### src/rtl/power_stim_sequencer.sv
// Stimulus/handshake sequencer for power-analysis traces: LFSR or fixed blocks,
// TVLA alternation, core load/busy handshake. Optional macro: POWER_STIM_TIMEOUT_EN.
module power_stim_sequencer #(
  parameter int unsigned       DATA_W     = 128,
  parameter int unsigned       LFSR_W     = 32,
  parameter logic [LFSR_W-1:0] LFSR_TAPS  = 32'h80200003,
  parameter logic [LFSR_W-1:0] LFSR_SEED  = 32'hACE1ACE1,
  parameter int unsigned       GAP_CYCLES = 256,
  parameter int unsigned       CNT_W      = 16
`ifdef POWER_STIM_TIMEOUT_EN
  , parameter int unsigned     BUSY_TIMEOUT = 1024
`endif
) (
  input  logic              ICE_CLK,
  input  logic              rst,
  input  logic              enable,
  input  logic [1:0]        mode,
  input  logic [DATA_W-1:0] fixed_text,
  output logic              core_load,
  output logic [DATA_W-1:0] core_data,
  input  logic              core_busy,
  input  logic [DATA_W-1:0] core_result,
  output logic              result_valid,
  output logic [DATA_W-1:0] result,
  output logic              result_fixed,
  output logic [CNT_W-1:0]  trace_count,
  output logic              active
`ifdef POWER_STIM_TIMEOUT_EN
  , output logic            error
`endif
);

  localparam int unsigned REP   = DATA_W / LFSR_W;
  localparam int unsigned GAP_W = (GAP_CYCLES > 2) ? $clog2(GAP_CYCLES) : 1;

  typedef enum logic [2:0] {
    S_IDLE, S_GAP, S_LOAD, S_START, S_WAIT, S_RUN, S_CAPTURE
  } state_t;

  state_t              r_state;
  logic [GAP_W-1:0]    r_gap;
  logic [LFSR_W-1:0]   r_lfsr;
  logic                r_sel;
  logic                r_fixed;
  logic                r_alt;
  logic                r_core_load;
  logic [DATA_W-1:0]   r_core_data;
  logic                r_result_valid;
  logic [DATA_W-1:0]   r_result;
  logic                r_result_fixed;
  logic [CNT_W-1:0]    r_count;
  logic                r_active;
  logic                w_halt;
  logic                w_load_fixed;
  logic [LFSR_W-1:0]   w_lfsr_next;
  logic [DATA_W-1:0]   w_rand;

`ifdef POWER_STIM_TIMEOUT_EN
  localparam int unsigned TO_W = $clog2(BUSY_TIMEOUT + 8);
  logic [TO_W-1:0] r_to;
  logic            r_error;
  assign w_halt = r_error;
  assign error  = r_error;
`else
  assign w_halt = 1'b0;
`endif

  assign w_lfsr_next  = {r_lfsr[LFSR_W-2:0], ^(r_lfsr & LFSR_TAPS)};
  assign w_rand       = {REP{r_lfsr}};
  assign w_load_fixed = (mode == 2'd1) || ((mode == 2'd2) && r_sel);

  always_ff @(posedge ICE_CLK) begin
    if (rst) begin
      r_state        <= S_IDLE;
      r_gap          <= '0;
      r_lfsr         <= LFSR_SEED;
      r_sel          <= 1'b1;
      r_fixed        <= 1'b0;
      r_alt          <= 1'b0;
      r_core_load    <= 1'b0;
      r_core_data    <= '0;
      r_result_valid <= 1'b0;
      r_result       <= '0;
      r_result_fixed <= 1'b0;
      r_count        <= '0;
      r_active       <= 1'b0;
`ifdef POWER_STIM_TIMEOUT_EN
      r_to           <= '0;
      r_error        <= 1'b0;
`endif
    end else begin
      r_core_load    <= 1'b0;
      r_result_valid <= 1'b0;
      case (r_state)
        S_IDLE: begin
          if (enable && !w_halt) begin
            r_state  <= S_GAP;
            r_gap    <= '0;
            r_active <= 1'b1;
          end
        end
        S_GAP: begin
          if (!enable) begin
            r_state  <= S_IDLE;
            r_active <= 1'b0;
          end else if (r_gap == GAP_W'(GAP_CYCLES - 1)) begin
            r_state <= S_LOAD;
          end else begin
            r_gap <= r_gap + 1'b1;
          end
        end
        S_LOAD: begin
          r_core_data <= w_load_fixed ? fixed_text : w_rand;
          r_fixed     <= w_load_fixed;
          r_alt       <= (mode == 2'd2);
          r_core_load <= 1'b1;
          r_state     <= S_START;
        end
        S_START: begin
          r_state <= S_WAIT;
`ifdef POWER_STIM_TIMEOUT_EN
          r_to    <= '0;
`endif
        end
        S_WAIT: begin
          if (core_busy) begin
            r_state <= S_RUN;
`ifdef POWER_STIM_TIMEOUT_EN
            r_to    <= '0;
          end else if (r_to == TO_W'(7)) begin
            r_error  <= 1'b1;
            r_state  <= S_IDLE;
            r_active <= 1'b0;
          end else begin
            r_to <= r_to + 1'b1;
`endif
          end
        end
        S_RUN: begin
          // Capture side effects land on the edge into CAPTURE so that
          // result, result_valid, result_fixed and trace_count update together.
          if (!core_busy) begin
            r_result       <= core_result;
            r_result_valid <= 1'b1;
            r_result_fixed <= r_fixed;
            r_count        <= r_count + 1'b1;
            r_lfsr         <= w_lfsr_next;
            if (r_alt) r_sel <= ~r_sel;
            r_state        <= S_CAPTURE;
`ifdef POWER_STIM_TIMEOUT_EN
          end else if (r_to == TO_W'(BUSY_TIMEOUT - 1)) begin
            r_error  <= 1'b1;
            r_state  <= S_IDLE;
            r_active <= 1'b0;
          end else begin
            r_to <= r_to + 1'b1;
`endif
          end
        end
        S_CAPTURE: begin
          if (enable) begin
            r_state <= S_GAP;
            r_gap   <= '0;
          end else begin
            r_state  <= S_IDLE;
            r_active <= 1'b0;
          end
        end
        default: begin
          r_state  <= S_IDLE;
          r_active <= 1'b0;
        end
      endcase
    end
  end

  assign core_load    = r_core_load;
  assign core_data    = r_core_data;
  assign result_valid = r_result_valid;
  assign result       = r_result;
  assign result_fixed = r_result_fixed;
  assign trace_count  = r_count;
  assign active       = r_active;

endmodule

### config.mk
export PLATFORM = sky130hd
export DESIGN_NAME = power_stim_sequencer
export DESIGN_NICKNAME = d
export VERILOG_FILES = /design/src/rtl/power_stim_sequencer.sv
export SDC_FILE = /design/constraint.sdc
export NUM_CORES = 1
export LEC_CHECK = 0
export BUFFER_PORTS_ARGS = -buffer_cell sky130_fd_sc_hd__buf_4
export CAP_MARGIN = 20
export CELL_PAD_IN_SITES_DETAIL_PLACEMENT = 2
export CELL_PAD_IN_SITES_GLOBAL_PLACEMENT = 2
export CORE_MARGIN = 2
export CORE_UTILIZATION = 26
export DETAILED_ROUTE_END_ITERATION = 10
export PLACE_DENSITY = 0.92
export SETUP_SLACK_MARGIN = 0.2
export SYNTH_ARGS = -nofsm -noshare
export SYNTH_HDL_FRONTEND = slang
export SYNTH_SLANG_ARGS = --single-unit
export TNS_END_PERCENT = 30
### constraint.sdc
create_clock -name ICE_CLK -period 2.28 [get_ports ICE_CLK]
set_clock_uncertainty 0.1 [all_clocks]
set_input_delay 0.456 -clock ICE_CLK [delete_from_list [all_inputs] [get_ports ICE_CLK]]
set_output_delay 0.456 -clock ICE_CLK [all_outputs]
set_load 0.005 [all_outputs]
After elaboration in Yosys (flattened, before gate mapping). Cells that the tools add are included.

Flip-flop bits (word level): 322. Memories: 0. Memory bits (writable): 0. Bits in read-only memories: 0. Output and inout bits: 276. Logic and storage cells: 67. Latch bits: 0. Input port bits: 262.

Shift operators: 0. Equal/unequal tests: 17. Divide/modulo/power cells: 0. Multiplexer cells: 17. Bitwise operators: 4. Add/sub/neg operators: 2. Reduce and logical (&&, ||, !) cells: 14. Order comparisons: 0. Multiply operators: 0.

Operators with widths (number): $mux 128 (1); $reduce_xor 32->1 (1); $mux 8 (3); $pmux 3 s7 (1); $add 16x1->16 const B (1); $pmux 8 s2 (1); $mux 3 (5); $ne 2x2->1 const B (6); $eq 3x3->1 const B (3); $add 8x1->8 const B (1); $eq 8x8->1 const B (1); $reduce_and 4->1 (2); $eq 3x2->1 const B (2); $reduce_and 3->1 (2); $reduce_or 2->1 (3); $mux 1 (5); $not 1->1 (4); $reduce_or 4->1 (1); $eq 3x1->1 const B (1); $logic_not 3->1 (1); $ne 3x3->1 const B (1); $pmux 1 s3 (1); $eq 2x1->1 const B (1); $eq 2x2->1 const B (1); other kinds (5) (5).

Longest topological paths before layout. Gate-level depths: netlist of the first run.

Depth in word-level cells: 4. Gate-level depth with buffers: 6. Mapped depth without buffers: 5.

Worst setup path before layout of the first run. No wires, ideal clock.

Kind: input -> register. Start point: in core_busy. End point: reg r_count[15] (netlist: trace_count[15]). Library setup time: 0.123 ns. Path buffers: 1. Data required time: 2.057 ns. Cell stages on the path: 5. Slack: 0.518 ns. Data arrival time: 1.538 ns. Cell sequence: nand4bb_1 buf_4 nor4_4 nand3_1 mux2_1.

Longest elaborated chain between the ends: 2.

Ends and longest elaborated chain: start: declaration (RTL line 21) `input logic core_busy,`; $not 1->1 (no line); $reduce_and 2->1 (no line); end signal: assignment (RTL line 146) `r_count <= r_count + 1'b1;`; end: declaration (RTL line 51) `logic [CNT_W-1:0] r_count;`.

No other way between the ends. A chain may end at the register's enable or synchronous reset.

Worst setup path in the final report of the first run.
Start point: reg r_state[2]. End point: reg r_core_data[101] (netlist: core_data[101]).

Longest elaborated chain between the ends: 1.

Ends and longest elaborated chain: start: declaration (RTL line 40) `state_t r_state;`; start signal: assignment (RTL line 74) `r_state <= S_IDLE;`; start signal: assignment (RTL line 97) `r_state <= S_GAP;`; start signal: assignment (RTL line 104) `r_state <= S_IDLE;`; $eq 3x2->1 (RTL line 94) `case (r_state)`; end signal: assignment (RTL line 113) `r_core_data <= w_load_fixed ? fixed_text : w_rand;`; end: declaration (RTL line 47) `logic [DATA_W-1:0] r_core_data;`.

No other way between the ends.

==> results of run 1 <==
-- logic make-up after synthesis --
logic type | count (synthesis) | synth area share [%]
AND/OR/NAND/NOR | 715 | 24.01
flip-flops | 322 | 53.00
AO/OA/AOI/OAI | 309 | 17.16
buffers and inverters | 126 | 4.362
XOR/XNOR | 15 | 1.080
multiplexers | 2 | 0.1749
adder cells (fa/ha/maj) | 2 | 0.2057
-- flip-flops by register name (all words and copies together) (netlist names) --
register,count
r_lfsr,32
r_alt,1
result,128
r_fixed,1
r_sel,1
result_fixed,1
r_state,3
r_gap,8
core_data,128
trace_count,16
active,1
result_valid,1
core_load,1
-- placed cells by master (no fill, tap or decap), drive strengths merged, types with 12 or more instances in the layout --
cell type  instances
xnor2             13
dfxtp            322
clkbuf            62
a21oi            159
nand2            488
nand3             12
nor2             154
a311oi           129
buf              581
nand3b            18
-- how the worst max path moves through the flow --
stage	start	endpoint	slack (ns)	depth (start not counted)
2_1_floorplan	core_busy	trace_count[15]$_SDFFE_PP0P_	0.52	5
3_3_place_gp	r_state[1]$_SDFFE_PP0P_	result[8]$_SDFFE_PP0P_	0.31	5
3_5_place_dp	r_state[1]$_SDFFE_PP0P_	result[42]$_SDFFE_PP0P_	0.16	5
4_1_cts	r_state[2]$_SDFFE_PP0P_	core_data[46]$_SDFFE_PP0P_	0.22	7
5_1_grt	r_state[2]$_SDFFE_PP0P_	core_data[101]$_SDFFE_PP0P_	0.13	7
6_report	r_state[2]$_SDFFE_PP0P_	core_data[101]$_SDFFE_PP0P_	0.17	7
-- routing by layer --
layer  up-vias  GRT usage, %
li1       6094             -
met1      6802         26.02
met2       561         45.07
met3       134         7.821
met4         6         10.34
met5         -             0
-- area by class of cell --
| class | instances | area (sq um) | area share, % |
|---|---|---|---|
| multi-input cells | 1043 | 5284 | 28.38 |
| diodes | 5 | 12.51 | 0.06721 |
| well taps | 607 | 759.5 | 4.080 |
| repair buffers | 584 | 4741 | 25.47 |
| inverters | 3 | 11.26 | 0.06049 |
| clock buffers | 59 | 1204 | 6.466 |
| flip-flops and latches | 322 | 6447 | 34.63 |
| clock inverters | 10 | 156.4 | 0.8402 |
-- critical path: stages, from the launching register on --
cell,delay [ns]
dfxtp_1,0.36
buf_4,0.19
nand2b_2,0.23
nor2_4,0.16
buf_12,0.20
buf_4,0.23
nor2_1,0.10
a311oi_1,0.38
-- what timing repair did --
| action | 4_1_cts | 5_1_grt |
|---|---|---|
| setup buffers | 2 | 1 |
| gates cloned | 0 | 3 |
| pin swaps | 0 | 1 |
| setup endpoints to repair | 81 | 63 |
| gates resized for setup | 1 | 14 |
-- power by group --
part | switching [mW] | leakage (nW) | internal [mW] | total (mW)
clock | 2.57 | 0.669 | 4.09 | 6.66
sequential | 0.150 | 2.60 | 5.81 | 5.96
combinational | 0.855 | 4.28 | 0.785 | 1.64
==> impl_metrics.tcl, run 1 <==
set metrics [dict create \
    whs_ns 0.06719 \
    yosysTopAreaCell "dfxtp_1" \
    wl_per_cell_microns 24.50 \
    synth_top_area_share_pct 53.00 \
    vias 13597 \
    status "completed" \
    period_share_pct 92.41 \
    reg2reg_slack_ns 0.17 \
    drtPass1Iterations 5 \
    drc 0 \
    path_max_fanout 12 \
    required_ns 2.59 \
    async_flop_share_pct 0 \
    stdcell_area_sq_um 18620 \
    drtAntennaViolNets 0 \
    io_buffers 537 \
    avgSynthCellArea_sq_um 8.157 \
    r2r-end "core_data[101]$_SDFFE_PP0P_" \
    met3_length_microns 5481 \
    syn_inst 1491 \
    min_to "result[127]$_SDFFE_PP0P_" \
    ys_seq_elements 322 \
    clk_path_buf_depth 3 \
    via_per_inst 5.164 \
    die_area_sq_um 48520 \
    met2_length_microns 33120 \
    placed_area_sq_um 17060 \
    synth_fp_nets 1755 \
    synthesis.area_sq_um 12160 \
    drv_slew 0 \
    clock_latency_ns 0.55 \
    timing.rr.start "r_state[2]$_SDFFE_PP0P_" \
    worstMarginPinSlew_ns 0.5568 \
    grt_overflow 0 \
    dpl.hpwl_microns 42760 \
    critical_path.startpoint_type "register" \
    cts_tree "yes" \
    gp_congestion 0.8227 \
    place_ws_ns 0.1575 \
    crit_path_end_kind "register" \
    rsz0062_at_grt "yes" \
    cts_hold_buffers 0 \
    die_h_microns 220.3 \
    clk_pin_slew_ns 0.06 \
    syn2layout_area_growth_pct 53.07 \
    vdd_drop_max_mv 0.7746 \
    row_count 79 \
    dp_cells 2553 \
    setup-violations-final 0 \
    ys_warn_count 0 \
    core_area_sq_um 46360 \
    drt_iter0_markers 893 \
    fmax_mhz 474.6 \
    ys.flop_type "dfxtp_1" \
    grt_max_degree 79 \
    min_from "core_result[127]" \
    synth_cell_types 47 \
    maxSlewHeadroom_pct 62.88 \
    root_buffer "clkbuf_16" \
    grt_pass1_vias 15077 \
    stdcell_count 2633 \
    fin_util_pct 40.16 \
    cts_buffers 39 \
    synth_most_common_cell "nand2_1" \
    arrival_ns 2.42 \
    drt-met1-wl_microns 23650 \
    hold_viol_final 0 \
    grt_antenna_before_repair 8 \
    hold_path.class "in2reg" \
    synth_edf_count 0 \
    fill_cells 5105 \
    synth_common_cells "nand2_1, dfxtp_1, a21oi_1" \
    yosysSeqAreaShare_pct 53.00 \
    fin_crit_ns 2.107 \
    num-nets-final 2257 \
    fin_setup_tns_ns 0 \
    io_pins 538 \
    clock_sinks 322 \
    drt-total-wl_microns 64520 \
    routed.top_layer "met5" \
    power_mw 14.26 \
    hold_depth 3 \
    timing.final.ws_setup_ns 0.1730 \
    r2r_cells 7 \
    maxCapViolCount 0 \
    powerDensity_nw_per_um2 765.8 \
    synth_area_leaders "dfxtp_1, nand2_1, a311oi_1, a21oi_1, nor2_1" \
    grt_first_pass_wirelength_microns 92450 \
    drive_gt1_share_pct 33.00 \
    htreeDepth 2 \
    leakage_nw 7.549 \
    start_util_pct 26.23 \
    worstSetupPathType "reg2reg" \
    grt.total_usage_pct 24.67 \
    dieWidth_microns 220.3 \
]
Power figures use the tool's default switching activity.
==> run 2, diff against run 1 <==
==> constraint.sdc (replaced) <==
create_clock -name ICE_CLK -period 2.28 [get_ports ICE_CLK]
set_clock_uncertainty 0.1 [all_clocks]
set_input_delay 0.114 -clock ICE_CLK [delete_from_list [all_inputs] [get_ports ICE_CLK]]
set_output_delay 0.114 -clock ICE_CLK [all_outputs]
set_load 0.005 [all_outputs]
==> run 2 against run 1 <==
Highest routed layer unchanged. Die area did not move. Combinational power increased by 40%. The run now ends with negative setup slack left. Sequential cell count did not move. Core utilization is 5.5 points higher. Sequential share of layout area decreased by 4.2 points. Non-clock buffer count rose by 258. Power up 4.0%. Setup slack got worse by 0.24 ns.
==> impl_metrics.tcl, run 2 (synthesized netlist as in run 1, its figures left out) <==
set metrics [dict create \
    clock_latency_ns 0.55 \
    die_h_microns 220.3 \
    clk_path_buf_depth 3 \
    required_ns 2.56 \
    maxCapViolCount 0 \
    drtAntennaViolNets 0 \
    start_util_pct 26.23 \
    most-common-layout-cells "buf_4, nand2_1, dfxtp_1" \
    fmax_mhz 426.1 \
    vias 16394 \
    worstSetupPathType "reg2reg" \
    clk_pin_slew_ns 0.07 \
    arrival_ns 2.63 \
    critical_path.startpoint_type "register" \
    drtPass1Iterations 5 \
    fill_cells 4970 \
    wl_per_cell_microns 32.38 \
    fin_crit_ns 2.347 \
    setup-violations-final 2 \
    num-nets-final 2515 \
    dpl.hpwl_microns 42260 \
    root_buffer "clkbuf_16" \
    grt_pass1_vias 17595 \
    cts_buffers 39 \
    maxSlewHeadroom_pct 42.59 \
    grt_first_pass_wirelength_microns 119800 \
    leakage_nw 8.572 \
    drive_gt1_share_pct 29.38 \
    htreeDepth 2 \
    period_share_pct 102.9 \
    drt-total-wl_microns 93860 \
    core_area_sq_um 46360 \
    die_area_sq_um 48520 \
    cts_tree "yes" \
    drc 0 \
    io_pins 538 \
    timing.final.ws_setup_ns -0.06696 \
    io_buffers 537 \
    path_max_fanout 35 \
    whs_ns 0.2852 \
    gp_congestion 0.8174 \
    powerDensity_nw_per_um2 700.6 \
    worstMarginPinSlew_ns 0.8553 \
    drv_slew 0 \
    violations "negative setup slack" \
    grt.total_usage_pct 33.19 \
    hold_viol_final 0 \
    status "complete, but fails checks" \
    grt_antenna_before_repair 18 \
    crit_path_end_kind "register" \
    syn2layout_area_growth_pct 74.07 \
    final_common_cell "buf_4" \
    vdd_drop_max_mv 0.4931 \
    dieWidth_microns 220.3 \
    via_per_inst 5.655 \
    hold_path.class "in2reg" \
    clock_sinks 322 \
    multi_input_area_sq_um 5341 \
    row_count 79 \
    rsz0062_at_grt "yes" \
    drt_iter0_markers 1365 \
    grt_max_degree 78 \
    seq_area_sq_um 6452 \
    grt_overflow 0 \
    place_ws_ns 0.1038 \
]
==> run 2: layer usage <==
metal  track usage, %  share of wire, %  vias to the layer above
met3            9.924                10                      427
li1                 -                 -                     6616
met5                0             0.044                        -
met1            34.68                34                     8116
met4            20.89               7.6                        6
met2            58.22                48                     1229
==> run 2: through the flow <==
| stage | util [%] | cell area, sq um | TNS, ns | power (mW) | cells |
|---|---|---|---|---|---|
| 2_1_floorplan | - | 12160 | 0 | 6.609 | 1491 |
| 3_3_place_gp | 36.63 | 16980 | 0 | 7.441 | 2549 |
| 3_5_place_dp | 36.63 | 16980 | 0 | 7.558 | 2549 |
| 4_1_cts | 45.13 | 20920 | 0 | 14.33 | 2881 |
| 5_1_grt | 45.65 | 21160 | -0.03120 | 15.16 | 2896 |
| 6_report | 45.67 | 21170 | -0.1190 | 14.83 | 2899 |
==> run 2: cell type report <==
cell class / count / share of cell area [%]
diodes: 15 / 0.1773
repair buffers: 842 / 34.47
multi-input cells: 1043 / 25.23
flip-flops and latches: 322 / 30.48
clock inverters: 7 / 0.2069
clock buffers: 60 / 5.798
well taps: 607 / 3.587
inverters: 3 / 0.05319
==> run 2: power breakdown <==
| group | internal [mW] | switching, mW | leakage, nW |
|---|---|---|---|
| registers | 5.80 | 0.196 | 2.60 |
| logic | 1.07 | 1.21 | 5.34 |
| clock network | 3.70 | 2.84 | 0.626 |
| total | 10.6 | 4.25 | 8.57 |
==> run 2: critical path, stage by stage, from the launching register on <==
cell      delay, ns
dfxtp_2        0.40
nand2b_2       0.25
nor2_4         0.11
buf_12         0.28
buf_16         0.22
nor2_1         0.08
a311oi_1       0.71
==> run 2: final timing paths <==
path | start | endpoint | slack (ns) | cells after the start
max | r_state[2]$_SDFFE_PP0P_ | core_data[3]$_SDFFE_PP0P_ | -0.07 | 6
min | core_result[127] | result[127]$_SDFFE_PP0P_ | 0.29 | 4
max reg2reg | r_state[2]$_SDFFE_PP0P_ | core_data[3]$_SDFFE_PP0P_ | -0.07 | 6
min reg2reg | result[127]$_SDFFE_PP0P_ | result[127]$_SDFFE_PP0P_ | 0.36 | 2
==> run 2: timing repair <==
item / in CTS / in global routing
hold endpoints to repair: 289 / 0
endpoints found under the setup margin: 74 / 166
resized for setup: 4 / 25
cloned: 0 / 3
hold buffers: 263 / 0
pin swaps: 1 / 2
buffers inserted: 2 / 0
